<file path="config.mk">
export PLATFORM = sky130hd
export DESIGN_NAME = rx_deframer
export DESIGN_NICKNAME = d
export VERILOG_FILES = /design/src/rtl/rx_deframer.sv
export SDC_FILE = /design/constraint.sdc
export NUM_CORES = 1
export LEC_CHECK = 0
export CORE_MARGIN = 10
export CORE_UTILIZATION = 45
export DETAILED_ROUTE_END_ITERATION = 12
export PLACE_DENSITY = 0.64
export SLEW_MARGIN = 40
export SYNTH_ARGS = -nofsm -noshare
export SYNTH_HDL_FRONTEND = slang
export SYNTH_SLANG_ARGS = --single-unit
export TNS_END_PERCENT = 5
</file>
<file path="constraint.sdc">
create_clock -name i_clk -period 6.4 [get_ports i_clk]
set_input_delay 1.28 -clock i_clk [delete_from_list [all_inputs] [get_ports i_clk]]
set_output_delay 1.28 -clock i_clk [all_outputs]
set_load 0.005 [all_outputs]
</file>
<file path="src/rtl/rx_deframer.sv">
// rx_deframer: hunts a zero preamble + SFD in the recovered bit stream, reads the PHR length, packs payload into nibbles.
// Latency: 1 cycle from the deciding strobed bit to any pulse, FIFO write or o_locked change.
// Backpressure: i_fifo_full sampled on the nibble-completing bit; if set, nibble is dropped, o_err_ovf pulses, frame abandoned.
//
// Ports:
//   i_clk, i_rst_n          clock, asynchronous active-low reset
//   i_data, i_flag          recovered bit and its one-cycle valid strobe
//   i_fifo_full             output FIFO full
//   o_data, o_wr_en         payload nibble (bit0 earliest) and its write strobe
//   o_len                   payload length in bytes from the last accepted PHR
//   o_frame_start/_done     framing pulses
//   o_err_len, o_err_ovf    zero-length PHR / dropped-nibble pulses
//   o_locked                high while in PHR or PAYLOAD
module rx_deframer #(
    parameter int          PRE_BITS = 8,
    parameter logic [7:0]  SFD      = 8'hA7
) (
    input  logic       i_clk,
    input  logic       i_rst_n,
    input  logic       i_data,
    input  logic       i_flag,
    input  logic       i_fifo_full,
    output logic [3:0] o_data,
    output logic       o_wr_en,
    output logic [6:0] o_len,
    output logic       o_frame_start,
    output logic       o_frame_done,
    output logic       o_err_len,
    output logic       o_err_ovf,
    output logic       o_locked
);

    typedef enum logic [1:0] {
        ST_HUNT    = 2'd0,
        ST_SFD     = 2'd1,
        ST_PHR     = 2'd2,
        ST_PAYLOAD = 2'd3
    } state_t;

    localparam logic [5:0] PRE_CNT = 6'(PRE_BITS);

    state_t     state_q, state_d;
    logic [5:0] zcnt_q, zcnt_d;
    logic [7:0] sr_q, sr_d;
    logic [2:0] bcnt_q, bcnt_d;
    logic [7:0] ncnt_q, ncnt_d;
    logic [6:0] len_q, len_d;
    logic [3:0] data_q, data_d;
    logic       wr_q, wr_d;
    logic       start_q, start_d;
    logic       done_q, done_d;
    logic       errlen_q, errlen_d;
    logic       errovf_q, errovf_d;
    logic       locked_q, locked_d;

    // Shift register fills from the top so that after 8 (or 4) bits the
    // earliest bit sits at bit0 of the byte (or of sr[7:4] for a nibble).
    logic [7:0] byte_in;
    logic [5:0] zcnt_inc;
    logic [7:0] ncnt_inc;

    assign byte_in  = {i_data, sr_q[7:1]};
    assign zcnt_inc = zcnt_q + 6'd1;
    assign ncnt_inc = ncnt_q + 8'd1;

    always_comb begin
        state_d  = state_q;
        zcnt_d   = zcnt_q;
        sr_d     = sr_q;
        bcnt_d   = bcnt_q;
        ncnt_d   = ncnt_q;
        len_d    = len_q;
        data_d   = data_q;
        wr_d     = 1'b0;
        start_d  = 1'b0;
        done_d   = 1'b0;
        errlen_d = 1'b0;
        errovf_d = 1'b0;
        locked_d = locked_q;

        if (i_flag) begin
            unique case (state_q)
                ST_HUNT: begin
                    if (i_data) begin
                        zcnt_d = 6'd0;
                    end else if (zcnt_inc == PRE_CNT) begin
                        state_d = ST_SFD;
                        zcnt_d  = 6'd0;
                        sr_d    = 8'd0;
                        bcnt_d  = 3'd0;
                    end else begin
                        zcnt_d = zcnt_inc;
                    end
                end

                ST_SFD: begin
                    // Zeros before the first one are still preamble.
                    if (bcnt_q != 3'd0 || i_data) begin
                        sr_d   = byte_in;
                        bcnt_d = bcnt_q + 3'd1;
                        if (bcnt_q == 3'd7) begin
                            bcnt_d = 3'd0;
                            sr_d   = 8'd0;
                            if (byte_in == SFD) begin
                                state_d  = ST_PHR;
                                locked_d = 1'b1;
                            end else begin
                                state_d = ST_HUNT;
                                zcnt_d  = 6'd0;
                            end
                        end
                    end
                end

                ST_PHR: begin
                    sr_d   = byte_in;
                    bcnt_d = bcnt_q + 3'd1;
                    if (bcnt_q == 3'd7) begin
                        bcnt_d = 3'd0;
                        sr_d   = 8'd0;
                        // phr[7] is reserved and ignored.
                        if (byte_in[6:0] == 7'd0) begin
                            errlen_d = 1'b1;
                            state_d  = ST_HUNT;
                            zcnt_d   = 6'd0;
                            locked_d = 1'b0;
                        end else begin
                            len_d   = byte_in[6:0];
                            start_d = 1'b1;
                            ncnt_d  = 8'd0;
                            state_d = ST_PAYLOAD;
                        end
                    end
                end

                ST_PAYLOAD: begin
                    sr_d = byte_in;
                    if (bcnt_q[1:0] == 2'd3) begin
                        bcnt_d = 3'd0;
                        if (i_fifo_full) begin
                            errovf_d = 1'b1;
                            state_d  = ST_HUNT;
                            zcnt_d   = 6'd0;
                            locked_d = 1'b0;
                        end else begin
                            data_d = byte_in[7:4];
                            wr_d   = 1'b1;
                            ncnt_d = ncnt_inc;
                            if (ncnt_inc == {len_q, 1'b0}) begin
                                done_d   = 1'b1;
                                state_d  = ST_HUNT;
                                zcnt_d   = 6'd0;
                                locked_d = 1'b0;
                            end
                        end
                    end else begin
                        bcnt_d = bcnt_q + 3'd1;
                    end
                end

                default: begin
                    state_d = ST_HUNT;
                    zcnt_d  = 6'd0;
                end
            endcase
        end
    end

    always_ff @(posedge i_clk or negedge i_rst_n) begin
        if (!i_rst_n) begin
            state_q  <= ST_HUNT;
            zcnt_q   <= 6'd0;
            sr_q     <= 8'd0;
            bcnt_q   <= 3'd0;
            ncnt_q   <= 8'd0;
            len_q    <= 7'd0;
            data_q   <= 4'd0;
            wr_q     <= 1'b0;
            start_q  <= 1'b0;
            done_q   <= 1'b0;
            errlen_q <= 1'b0;
            errovf_q <= 1'b0;
            locked_q <= 1'b0;
        end else begin
            state_q  <= state_d;
            zcnt_q   <= zcnt_d;
            sr_q     <= sr_d;
            bcnt_q   <= bcnt_d;
            ncnt_q   <= ncnt_d;
            len_q    <= len_d;
            data_q   <= data_d;
            wr_q     <= wr_d;
            start_q  <= start_d;
            done_q   <= done_d;
            errlen_q <= errlen_d;
            errovf_q <= errovf_d;
            locked_q <= locked_d;
        end
    end

    assign o_data        = data_q;
    assign o_wr_en       = wr_q;
    assign o_len         = len_q;
    assign o_frame_start = start_q;
    assign o_frame_done  = done_q;
    assign o_err_len     = errlen_q;
    assign o_err_ovf     = errovf_q;
    assign o_locked      = locked_q;

endmodule

</file>
# Yosys cells after proc, flatten, opt, wreduce, memory -nomap -nowiden
# Cells that the tools add are included.
totals:
  ff_bits: 44
  in_bits: 5
  out_inout_bits: 17
  elab_cells: 119
op_classes:
  n_addsub: 3
  n_eq_ne: 20
  mux: 68
  n_bitwise: 2
  reduce_logical: 13
ops:
  columns: ["op", "n"]
  rows:
  - ["$mux 8", 8]
  - ["$mux 6", 10]
  - ["$pmux 8 s4", 1]
  - ["$mux 1", 29]
  - ["$pmux 6 s4", 1]
  - ["$ne 2x2->1 const B", 11]
  - ["$mux 2", 10]
  - ["$pmux 8 s2", 1]
  - ["$reduce_and 8->1", 2]
  - ["$mux 3", 5]
  - ["$pmux 3 s4", 1]
  - ["$reduce_and 4->1", 3]
  - ["$reduce_and 9->1", 1]
  - ["$add 8x1->8 const B", 1]
  - ["$eq 8x8->1", 1]
  - ["$eq 8x8->1 const B", 1]
  - ["$pmux 2 s4", 1]
  - ["$logic_not 7->1", 1]
  - ["$add 6x1->6 const B", 1]
  - ["$eq 2x2->1 const B", 3]
  - ["$eq 6x4->1 const B", 1]
  - ["$reduce_and 6->1", 1]
  - ["$reduce_bool 3->1", 2]
  - ["$add 3x1->3 const B", 1]
  - ["other kinds (8)", 9]

# Longest topological paths before layout
# Gate-level depths: netlist of run 1.
logic_depth:
  ltp_word: 7
  depth_mapped: 9
  ltp_nobuf: 8

# Worst setup path before layout of run 1
# OpenSTA, ideal clock, no wires.
synth_timing:
  kind: "input to register"
  startpoint: "in i_data"
  endpoint: "reg bcnt_q[2]"
  setup_ns: 0.125
  t_arrival_ns: 2.465
  required_time_ns: 6.275
  setup_slack_ns: 3.810
  cell_stages: 4
  n_path_buf: 1
  path_cell_list: "o41ai_1 -> and3_1 -> clkbuf_1 -> mux2_2"
synth_via:
  elab_chain_cells: 3
  elab_cells_between_ends: 4
  classes_between: "eq/ne (2); reduce/logical (2)"
synth_rtl:
  columns: ["element", "line_no", "rtl"]
  rows:
  - ["start, declared", "20", "input logic i_data,"]
  - ["$logic_or 1x1->1", "98", "if (bcnt_q != 3'd0 || i_data) begin"]
  - ["$ne 2x2->1 (no source line)", null, null]
  - ["$reduce_and 4->1 (no source line) (*)", null, null]
  - ["end signal, assigned", "188", "bcnt_q <= bcnt_d;"]
  - ["end, declared", "45", "logic [2:0] bcnt_q, bcnt_d;"]
# Every way passes the cells marked *; elsewhere a longest branch is shown, timed or not.
# A chain may end at the register's enable or synchronous reset.

# Worst setup path after layout of run 1
layout_timing:
  startpoint: "in i_data"
  endpoint: "reg zcnt_q[5]"
layout_via:
  elab_chain_cells: 3
  elab_cells_between_ends: 7
  classes_between: "eq/ne (3); mux (2); reduce/logical (2)"
layout_rtl:
  columns: ["element", "line_no", "rtl"]
  rows:
  - ["$eq 8x8->1 / $logic_or 1x1->1 (equally long branches)", "104, 98", null]
  - ["$ne 2x2->1 (no source line)", null, null]
  - ["$reduce_and 8->1 (no source line)", null, null]
  - ["end signal, assigned", "186", "zcnt_q <= zcnt_d;"]
  - ["end, declared", "43", "logic [5:0] zcnt_q, zcnt_d;"]
# Parallel ways exist; a longest one is shown, timed or not.

==> metrics.md, run 1 <==
| Metric | Value |
|---|---|
| Clock tree sinks | 43 |
| First-pass DRT Iterations | 4 |
| GRT met2 Usage | 21.5% |
| Drt drc | 0 |
| M1 GR Usage | 16.3% |
| Cells resized by post-CTS repair | 0 |
| Final Instance Area | 2800 µm² |
| Post-synthesis sequential area ratio | 44.2% |
| Least-Margin Pin Slew | 0.631 ns |
| Cell Pwr Density | 241 nW/µm² |
| Peak supply drop | 0.000146 V |
| Multi-input logic area | 1240 µm² |
| Min cycle time layout | 3.06 ns |
| I/O Pins | 22 |
| Synth-to-Final Area Change | 15.0% |
| Final Hold Fails | 0 |
| Worst reg2reg path depth | 8 |
| Cell type with the largest total area after synthesis | dfrtp_1 |
| Worst r2r src | ncnt_q[0] |
| DR vias/cell | 5.53 |
| Final net count | 299 |
| Status | complete, no violations |
| Worst Hold End | o_data[0] |
| MaxCap Viol Count | 0 |
| Post-Syn Area | 2430 µm² |
| Hold Crit Class | reg2reg |
| # diodes | 0 |
| Synth area leaders | dfrtp_1 (44%), ha_1 (5.7%), o21ai_0 (5.5%) |
| R2R setup slack | 3.73 ns |
| Inserted Clock Buffers | 5 |
| Placer Congestion | 0.888 |
| DPL Wire Length | 3920 µm |
| Crit start category | primary input |
| Yosys cell types | 43 |
| FF/Latch Area | 1080 µm² |
| Post-synth ARST share | 100% |
| Postcts setup bufs | 0 |
| Syn. warnings | 0 |
| XOR/XNOR share of the synthesized area | 2.16% |
| Die ar. | 8750 µm² |
| Hold path startpoint | o_data[0] |
| Clk_lat worst skew | 0.30 ns |
| Layout cells sized above 1 | 9.86% |
| Gr busiest metal | met2 |
| Worst Setup Path Type | in2reg |
| Fmax | 0.327 GHz |
| Largest family of logic cells by synthesized area | simple AND/OR/NAND/NOR gates |
| Leak | 0.00118 µW |
| Via count | 1956 |
| Buffers on Ports | 21 |
| Vias in the first global route | 1977 |
| Synth Area in Adders | 5.65% |
| Crit. End Element | flop |
| Min-Delay Path Depth | 2 |
| Synth Area in Simple Gates | 20.4% |
| Post-CTS Hold Fix Bufs | 0 |
| H-tree depth | 2 |
| Syn Area/Cell | 9.33 µm² |
| Placed Area | 2700 µm² |
| Grt ovf | 0 |
| Crit path DAT | 3.28 ns |
| Crit Path Max Fanout | 12 |
| Met3 Use GR | 3.28% |
| Worst R2R End | state_q[1] |
| Largest net degree at the start of global routing | 44 |
| Initial Utilization | 47.1% |
| # setup viols final | 0 |
| First-pass GRT wire length | 9380 µm |
| DRT Wirelength | 5360 µm |
| Mux cell area share after synthesis | 3.70% |
| Number of fill cells | 463 |
| # rows | 26 |
| Cells after Synth | 261 |
| Root Buffer | clkbuf_8 |
| # placed instances | 345 |
| CTS tree | done |
| Slew Limit Fails | 0 |
| Ys flop type | dfrtp_1 |
| Share of the synthesized area in the top cell type | 44.2% |
| Iteration-0 DRC Markers | 97 |
| Gr usage total | 13.1% |
| Setup TNS | 0 ns |
| Rel. slew slack | 57.7% |
| Die Y | 93.6 µm |
| Number of flops mapped to enable cells by yosys | 0 |
| Post-route ant nets | 0 |
| Die width | 93.6 µm |
| Crit share post-route | 47.8% |
| WL/cell | 15.1 µm |
| Clk slew on worst S/H paths | 0.09 ns |
| Clock Tree Buf Depth | 2 |
| Number of synthesized register bits | 43 |
| Final Non-Filler Cells | 354 |
| Compound-gate portion of the synthesized area | 19.2% |
| Antenna violations before repair | 0 |
| Post-Syn Nets | 277 |
| Total core area | 5170 µm² |
| Required @ worst endpoint | 6.63 ns |
| RSZ-0062 raised after global routing | false |
| Worst Clk Skew | 0.00749 ns |
-- flip-flops by register name (all words and copies together), names as in the netlist --
name / cells
o_locked: 1
o_err_ovf: 1
o_frame_done: 1
o_data: 4
sr_q: 7
ncnt_q: 8
o_wr_en: 1
bcnt_q: 3
o_len: 7
o_err_len: 1
state_q: 2
o_frame_start: 1
zcnt_q: 6
-- placed cells by master (no fill, tap or decap), types with 3 or more instances in the layout --
cell type        synthesis  layout
nor2b_1                  7       7
clkdlybuf4s50_1          0      20
o31ai_1                  6       6
nor3_1                   4       4
nand3_1                 14      14
a21oi_1                 10      10
or4_1                    4       4
mux2_2                   8       8
inv_1                   21      21
and3_1                   3       3
nand4_1                  3       3
nand2_1                 23      23
nor2_1                  19      19
xnor2_1                  3       3
nand2b_1                 6       6
clkbuf_8                 0       5
o41ai_1                  6       6
dfrtp_1                 43      43
o21ai_1                  7       7
o211ai_1                 3       3
xor2_1                   3       3
ha_1                    11      11
or3_1                    4       4
o21ai_0                 27      27
-- per-layer routing --
metal / share of wire (%) / up-vias
met2: 48 / 34
li1: - / 978
met5: 0 / -
met3: 4.0 / 6
met1: 47 / 938
met4: 1.1 / 0
-- worst max-delay path by stage --
| stage | endpoint | cells past startpoint | from |
|---|---|---|---|
| finish | zcnt_q[5] | 7 | i_data |
| global route | zcnt_q[5] | 7 | i_data |
| CTS | zcnt_q[5] | 7 | i_data |
| detailed placement | zcnt_q[5] | 7 | i_data |
| global placement | bcnt_q[2] | 4 | i_data |
| floorplan | bcnt_q[2] | 4 | i_data |
-- final cells by class --
| class | instances | area share (%) |
|---|---|---|
| clock buffer | 5 | 2.46 |
| clock inverter | 3 | 0.849 |
| inverter | 21 | 2.82 |
| multi-input combinational | 190 | 44.5 |
| sequential | 43 | 38.4 |
| tap | 70 | 3.13 |
| timing repair buffer | 22 | 7.82 |
-- synthesized netlist by cell type (2+ instances only) --
| cell | number |
|---|---|
| clkbuf_1 | 4 |
| a211oi_2 | 2 |
| nand4_1 | 3 |
| a21oi_1 | 10 |
| o211ai_1 | 3 |
| dfrtp_1 | 43 |
| or3_1 | 4 |
| and3_1 | 3 |
| ha_1 | 11 |
| nand2_1 | 23 |
| xnor2_1 | 3 |
| o31ai_1 | 6 |
| nor2_1 | 19 |
| o31ai_2 | 2 |
| nand2b_1 | 6 |
| nand3_1 | 14 |
| o21ai_0 | 27 |
| o41ai_1 | 6 |
| or4_1 | 4 |
| nor2b_1 | 7 |
| xor2_1 | 3 |
| o21ai_1 | 7 |
| mux2_2 | 8 |
| nor3_1 | 4 |
| inv_1 | 21 |
-- cell families after synthesis --
logic type / Yosys count
AND/OR/NAND/NOR: 95
buffers and inverters: 28
XOR/XNOR: 6
AO/OA/AOI/OAI: 70
flip-flops: 43
adder cells (fa/ha/maj): 11
multiplexers: 8
-- critical path, cell delays in order --
cell and delay [ns]:
clkdlybuf4s50_1 0.57, nand4bb_1 0.17, a21oi_1 0.08, nor2_1 0.16, nand2_1 0.30, or4_1 0.58
o21ai_1 0.14
-- power breakdown --
| group | internal [µW] | total [µW] | switching, µW |
|---|---|---|---|
| registers | 298 | 323 | 25.2 |
| logic | 66.4 | 170 | 104 |
| clock network | 78.1 | 182 | 104 |
-- stage by stage --
stage               util [%]  hold slack [ns]  total power (µW)  worst slack (ns)
floorplan                  -            0.465               451              3.81
global placement        52.1            0.470               497              3.10
detailed placement      52.1            0.474               499              3.04
CTS                     53.9            0.498               681              3.36
global route            54.1            0.527               723              3.19
finish                  54.1            0.490               675              3.34
Note: power is estimated with default switching activity, not from simulation.
==> run 2, diff against run 1 <==
==> constraint.sdc (replaced) <==
create_clock -name i_clk -period 3.1 [get_ports i_clk]
set_input_delay 0.62 -clock i_clk [delete_from_list [all_inputs] [get_ports i_clk]]
set_output_delay 0.62 -clock i_clk [all_outputs]
set_load 0.005 [all_outputs]
==> run 2 against run 1 <==
Net effect: power increased by 110%; combinational power increased by 110%; sequential share of layout area decreased by 0.15 points; wire length increased by 1.9%; final area increased by 0.40%; global-route usage increased by 0.084 points; worst setup slack got worse by 2.9 ns; core utilization increased by 0.22 points; hold slack got worse by 0.19 ns; largest cell class unchanged.
==> metrics.md, run 2 (synthesized netlist as in run 1, its figures left out) <==
| Metric | Value |
|---|---|
| Clock tree sinks | 43 |
| Max FFs per register | 8 |
| R2R setup slack | 0.45 ns |
| CP cell instances | ha_1 > or3b_1 > a211oi_2 > nor3_1 > nor4_2 > a311oi_4 > buf_4 > o41ai_1 |
| DRT Wirelength | 5460 µm |
| Layout cells sized above 1 | 10.5% |
| Post-route worst setup slack | 0.452 ns |
| Clk_lat worst skew | 0.30 ns |
| Die Y | 93.6 µm |
| CP max stage cell | dfrtp_1 |
| Worst reg2reg path depth | 8 |
| Crit path max-delay family | simple AND/OR/NAND/NOR gates |
| Grt ovf | 0 |
| Synth-to-Final Area Change | 15.4% |
| DPL Wire Length | 4020 µm |
| Cell Pwr Density | 499 nW/µm² |
| Inserted Clock Buffers | 5 |
| Crit Path Max Fanout | 14 |
| Die width | 93.6 µm |
| RSZ-0062 raised after global routing | false |
| Post-route ant nets | 0 |
| Min cycle time layout | 2.65 ns |
| Status | complete, no violations |
| Drt drc | 0 |
| Fmax | 0.378 GHz |
| Root Buffer | clkbuf_8 |
| Commonest cells after routing, fill and taps aside | dfrtp_1 (43), o21ai_0 (27), nand2_1 (23), inv_1 (21), clkdlybuf4s50_1 (20) |
| Crit share post-route | 85.4% |
| Worst R2R End | zcnt_q[3] |
| Crit start category | flop |
| DR vias/cell | 5.50 |
| Buf+Inv Stages, Crit Path | 1 |
| Initial Utilization | 47.1% |
| Final Hold Fails | 0 |
| # diodes | 0 |
| Most common cell after layout, fill and taps aside | dfrtp_1 |
| H-tree depth | 2 |
| Clock Tree Buf Depth | 2 |
| Worst r2r src | ncnt_q[0] |
| Rel. slew slack | 56.2% |
| Final net count | 301 |
| Antenna violations before repair | 0 |
| Slew Limit Fails | 0 |
| Largest Register | ncnt_q |
| Gr usage total | 13.1% |
| Post-CTS Hold Fix Bufs | 0 |
| Die ar. | 8750 µm² |
| Crit path DAT | 2.84 ns |
| Placer Congestion | 0.881 |
| Largest net degree at the start of global routing | 44 |
| Postcts setup bufs | 0 |
| Place WS | 0.461 ns |
| MaxCap Viol Count | 0 |
| Cells resized by post-CTS repair | 0 |
| Peak supply drop | 0.000313 V |
| Setup TNS | 0 ns |
| Required @ worst endpoint | 3.29 ns |
| Via count | 1958 |
| Buffers on Ports | 21 |
| Iteration-0 DRC Markers | 86 |
| First-pass DRT Iterations | 4 |
| Vias in the first global route | 1880 |
| Hold Crit Class | in2async |
| Least-Margin Pin Slew | 0.654 ns |
| Worst Setup Path Type | reg2reg |
| I/O Pins | 22 |
| # rows | 26 |
| # setup viols final | 0 |
| Number of fill cells | 478 |
| Total core area | 5170 µm² |
| Max stage delay on crit path | 0.44 ns |
| First-pass GRT wire length | 9380 µm |
| Clk slew on worst S/H paths | 0.09 ns |
| Crit. End Element | flop |
| Leak | 0.00119 µW |
| WL/cell | 15.3 µm |
| Worst Clk Skew | 0.00656 ns |
| CTS tree | done |
-- run 2: cell types whose count changed in the layout (fill, tap and decap cells not counted) --
cell   before  now
buf_4       1    4
buf_6       1    0
-- run 2: worst reg2reg max path, delay by kind of cell, from the launching register on --
family | cells | cell delay (ns)
AO/OA/AOI/OAI | 3 | 0.74
buffers and inverters | 1 | 0.23
AND/OR/NAND/NOR | 3 | 0.82
adder cells (fa/ha/maj) | 1 | 0.30
flip-flops | 1 | 0.44
-- run 2: how the worst max path moves through the flow --
| stage | from | endpoint | slack (ns) | depth (start not counted) |
|---|---|---|---|---|
| 5_1_grt | ncnt_q[0] | zcnt_q[2] | 0.27 | 8 |
| 3_3_place_gp | ncnt_q[0] | state_q[1] | 0.51 | 8 |
| 2_1_floorplan | ncnt_q[0] | zcnt_q[2] | 0.75 | 9 |
| 4_1_cts | ncnt_q[0] | state_q[1] | 0.42 | 8 |
| 6_report | ncnt_q[0] | zcnt_q[3] | 0.45 | 8 |
| 3_5_place_dp | ncnt_q[0] | state_q[1] | 0.46 | 8 |
-- run 2: area by class of cell --
class | count | area [µm²] | area share (%)
sequential | 43 | 1080 | 38.3
multi-input combinational | 190 | 1240 | 44.3
clock buffer | 5 | 68.8 | 2.45
inverter | 21 | 78.8 | 2.80
tap | 70 | 87.6 | 3.12
clock inverter | 3 | 23.8 | 0.846
timing repair buffer | 24 | 230 | 8.19
-- run 2: per-stage QoR --
stage | instance area (µm²) | hold slack (ns) | utilization [%] | power [µW] | instances
final | 2810 | 0.297 | 54.3 | 1400 | 356
after global routing | 2810 | 0.327 | 54.3 | 1500 | 356
after floorplan | 2430 | 0.324 | - | 931 | 261
after CTS | 2800 | 0.314 | 54.2 | 1420 | 355
after detailed placement | 2710 | 0.474 | 52.4 | 1040 | 347
after global placement | 2710 | 0.468 | 52.3 | 1040 | 347
-- run 2: layer usage --
metal | track usage [%] | vias up | wire, µm
met4 | 5.19 | 0 | 98
li1 | - | 978 | -
met1 | 17.0 | 943 | 2590
met3 | 3.20 | 8 | 223
met2 | 20.6 | 29 | 2550
met5 | 0 | - | 0
-- run 2: where the power goes --
part           internal (µW)  leakage, µW  switching (µW)
clock                    161    0.0000408             210
sequential               614     0.000589            54.5
combinational            146     0.000555             215
total                    921      0.00119             480
==> run 3, diff against run 2 <==
--- a/config.mk
+++ b/config.mk
@@ -5,6 +5,7 @@
 export SDC_FILE = /design/constraint.sdc
 export NUM_CORES = 1
 export LEC_CHECK = 0
+export ABC_AREA = 1
 export CORE_MARGIN = 10
 export CORE_UTILIZATION = 45
 export DETAILED_ROUTE_END_ITERATION = 12
==> run 3 against run 2 <==
Net effect: clock-buffer cell count rose by 1; clock power rose by 15%; hold slack barely moved; first-iteration DRC count rose by 63%; largest power group unchanged; critical path type unchanged; sequential cell count did not move; via count rose by 5.7%; power rose by 9.4%; non-clock buffer count fell by 3; synthesized cell count rose by 23%; largest cell class unchanged.
==> metrics.md, run 3 <==
| Metric | Value |
|---|---|
| Number of fill cells | 549 |
| Worst reg2reg path depth | 10 |
| Crit path DAT | 2.37 ns |
| Post-CTS Hold Fix Bufs | 0 |
| Syn. warnings | 0 |
| Synth-to-Final Area Change | 15.0% |
| I/O Pins | 22 |
| MaxCap Viol Count | 0 |
| Max FFs per register | 8 |
| Commonest cells after routing, fill and taps aside | nand2_1 (109), dfrtp_1 (43), nand3_1 (37), inv_1 (36), o21ai_0 (30) |
| Slew Limit Fails | 0 |
| WL/cell | 13.3 µm |
| Post-Syn Area | 2400 µm² |
| Crit share post-route | 70.2% |
| Clk_lat worst skew | 0.29 ns |
| Ys flop type | dfrtp_1 |
| DPL Wire Length | 4170 µm |
| CP max stage cell | dfrtp_1 |
| Required @ worst endpoint | 3.30 ns |
| Initial Utilization | 46.8% |
| # placed instances | 406 |
| Die width | 93.1 µm |
| Net Switching | 532 µW |
| First-pass DRT Iterations | 4 |
| Most common cell in the netlist | nand2_1 |
| Cells after Synth | 321 |
| Worst Clk Skew | 0.00833 ns |
| Syn Area/Cell | 7.49 µm² |
| Postcts setup bufs | 0 |
| CP cell instances | ha_1 > nand2_1 > inv_1 > nand3_1 > nand2_1 > nor2_1 > nand3_1 > nand2_1 > nand3_1 > o21ai_0 |
| Clock power frac | 27.7% |
| Yosys cell types | 25 |
| Post-synth ARST share | 100% |
| Number of synthesized register bits | 43 |
| # rows | 26 |
| Worst r2r src | zcnt_q[0] |
| Layout cells sized above 1 | 3.50% |
| Worst Setup Path Type | reg2reg |
| Post-route ant nets | 0 |
| RSZ-0062 raised after global routing | false |
| Setup TNS | 0 ns |
| Largest Register | ncnt_q |
| Peak supply drop | 0.000411 V |
| Crit. End Element | flop |
| R2R setup slack | 0.92 ns |
| Final Hold Fails | 0 |
| Clk slew on worst S/H paths | 0.08 ns |
| Min cycle time layout | 2.18 ns |
| Clock tree sinks | 43 |
| Post-synthesis sequential area ratio | 44.7% |
| Worst R2R End | bcnt_q[0] |
| Cell type with the largest total area after synthesis | dfrtp_1 |
| Most common cell after layout, fill and taps aside | nand2_1 |
| Die Y | 93.1 µm |
| Placer Congestion | 0.867 |
| First-pass GRT wire length | 9650 µm |
| Iteration-0 DRC Markers | 140 |
| Antenna violations before repair | 0 |
| Grt ovf | 0 |
| Crit start category | flop |
| Hold Crit Class | in2async |
| DRT Wirelength | 5480 µm |
| Cell Pwr Density | 554 nW/µm² |
| Pint | 1000 µW |
| Die ar. | 8670 µm² |
| Fmax | 0.460 GHz |
| Status | complete, no violations |
| # setup viols final | 0 |
| Total core area | 5140 µm² |
| Post-Syn Nets | 337 |
| Switching Share | 34.7% |
| Worst setup startpoint | zcnt_q[0] |
| Place WS | 0.804 ns |
| Flop pwr share | 45.9% |
| Fin util | 53.8% |
| CTS tree | done |
| Buffers on Ports | 21 |
| Most frequent cells after synthesis | nand2_1 (109), dfrtp_1 (43), nand3_1 (37) |
| # diodes | 0 |
| H-tree depth | 2 |
| Root Buffer | clkbuf_8 |
| Vias in the first global route | 1968 |
| Post-route worst setup slack | 0.924 ns |
| Via count | 2069 |
| Gr usage total | 13.7% |
| Synth area leaders | dfrtp_1 (45%), nand2_1 (17%), nand3_1 (7.7%) |
| Comb power frac | 26.4% |
| Inserted Clock Buffers | 5 |
| Number of flops mapped to enable cells by yosys | 0 |
| Cells resized by post-CTS repair | 0 |
| Leak | 0.00135 µW |
| Final Non-Filler Cells | 413 |
| Final net count | 359 |
| Share of the synthesized area in the top cell type | 44.7% |
| Crit Path Max Fanout | 20 |
| Largest net degree at the start of global routing | 44 |
| Final Instance Area | 2770 µm² |
| Least-Margin Pin Slew | 0.583 ns |
| Placed Area | 2660 µm² |
| Rel. slew slack | 61.0% |
| Drt drc | 0 |
| Max stage delay on crit path | 0.42 ns |
| Clock Tree Buf Depth | 2 |
| DR vias/cell | 5.01 |
## run 3: cell count changes in the layout (fill, tap and decap cells not counted), sizes merged, moves of 4 or more
| cell | change |
|---|---|
| a21oi | -4 |
| o41ai | -6 |
| nand3 | +22 |
| inv | +14 |
| o31ai | -8 |
| mux2 | -8 |
| nand2 | +87 |
| or3 | -4 |
| or4 | -4 |
| nor2b | -7 |
| nand2b | -6 |
## run 3: area by class of cell
| class | instances | area (µm²) | area share [%] |
|---|---|---|---|
| well taps | 70 | 87.6 | 3.17 |
| clock buffers | 6 | 72.6 | 2.62 |
| clock inverters | 1 | 30.0 | 1.09 |
| multi-input cells | 236 | 1160 | 41.8 |
| repair buffers | 21 | 208 | 7.51 |
| inverters | 36 | 135 | 4.89 |
| flip-flops and latches | 43 | 1080 | 38.9 |
## run 3: per-layer routing
metal  wire [µm]  vias up  GRT usage (%)
li1            -     1081              -
met1        2710      956           18.5
met2        2520       26           21.3
met3         189        6           2.80
met4          59        0           4.76
met5           0        -              0
## run 3: metrics by stage
step	hold slack (ns)	total power, µW
final	0.297	1530
after global routing	0.354	1640
after CTS	0.334	1540
after detailed placement	0.463	1120
after global placement	0.461	1100
after floorplan	0.324	990
## run 3: kinds of logic after synthesis
logic type / Yosys count / share of synthesized area [%]
AOI/OAI and AO/OA: 43 / 10.1
xor gates and xnor gates: 1 / 0.364
adders and majority gates: 11 / 5.72
buffers and inverters: 42 / 7.18
DFF: 43 / 44.7
and+or+nand+nor: 181 / 31.8
## run 3: critical path: cells and delay by family, from the launching register on
family,cells,cell delay (ns)
buffers and inverters,1,0.07
flip-flops,1,0.42
adder cells (fa/ha/maj),1,0.23
AND/OR/NAND/NOR,7,1.03
AO/OA/AOI/OAI,1,0.33
## run 3: worst max path at each step
stage | end | slack, ns | cells past startpoint
finish | bcnt_q[0] | 0.92 | 10
global placement | zcnt_q[1] | 0.86 | 9
detailed placement | sr_q[7] | 0.80 | 6
CTS | sr_q[7] | 0.91 | 10
global route | sr_q[2] | 0.56 | 10
floorplan | ncnt_q[3] | 1.36 | 8
## run 3: power groups by stage
stage	registers [µW]	logic, µW	clock network (µW)
floorplan	693	297	0
global placement	711	394	0
detailed placement	712	406	0
CTS	701	408	434
global route	714	471	458
finish	703	404	425
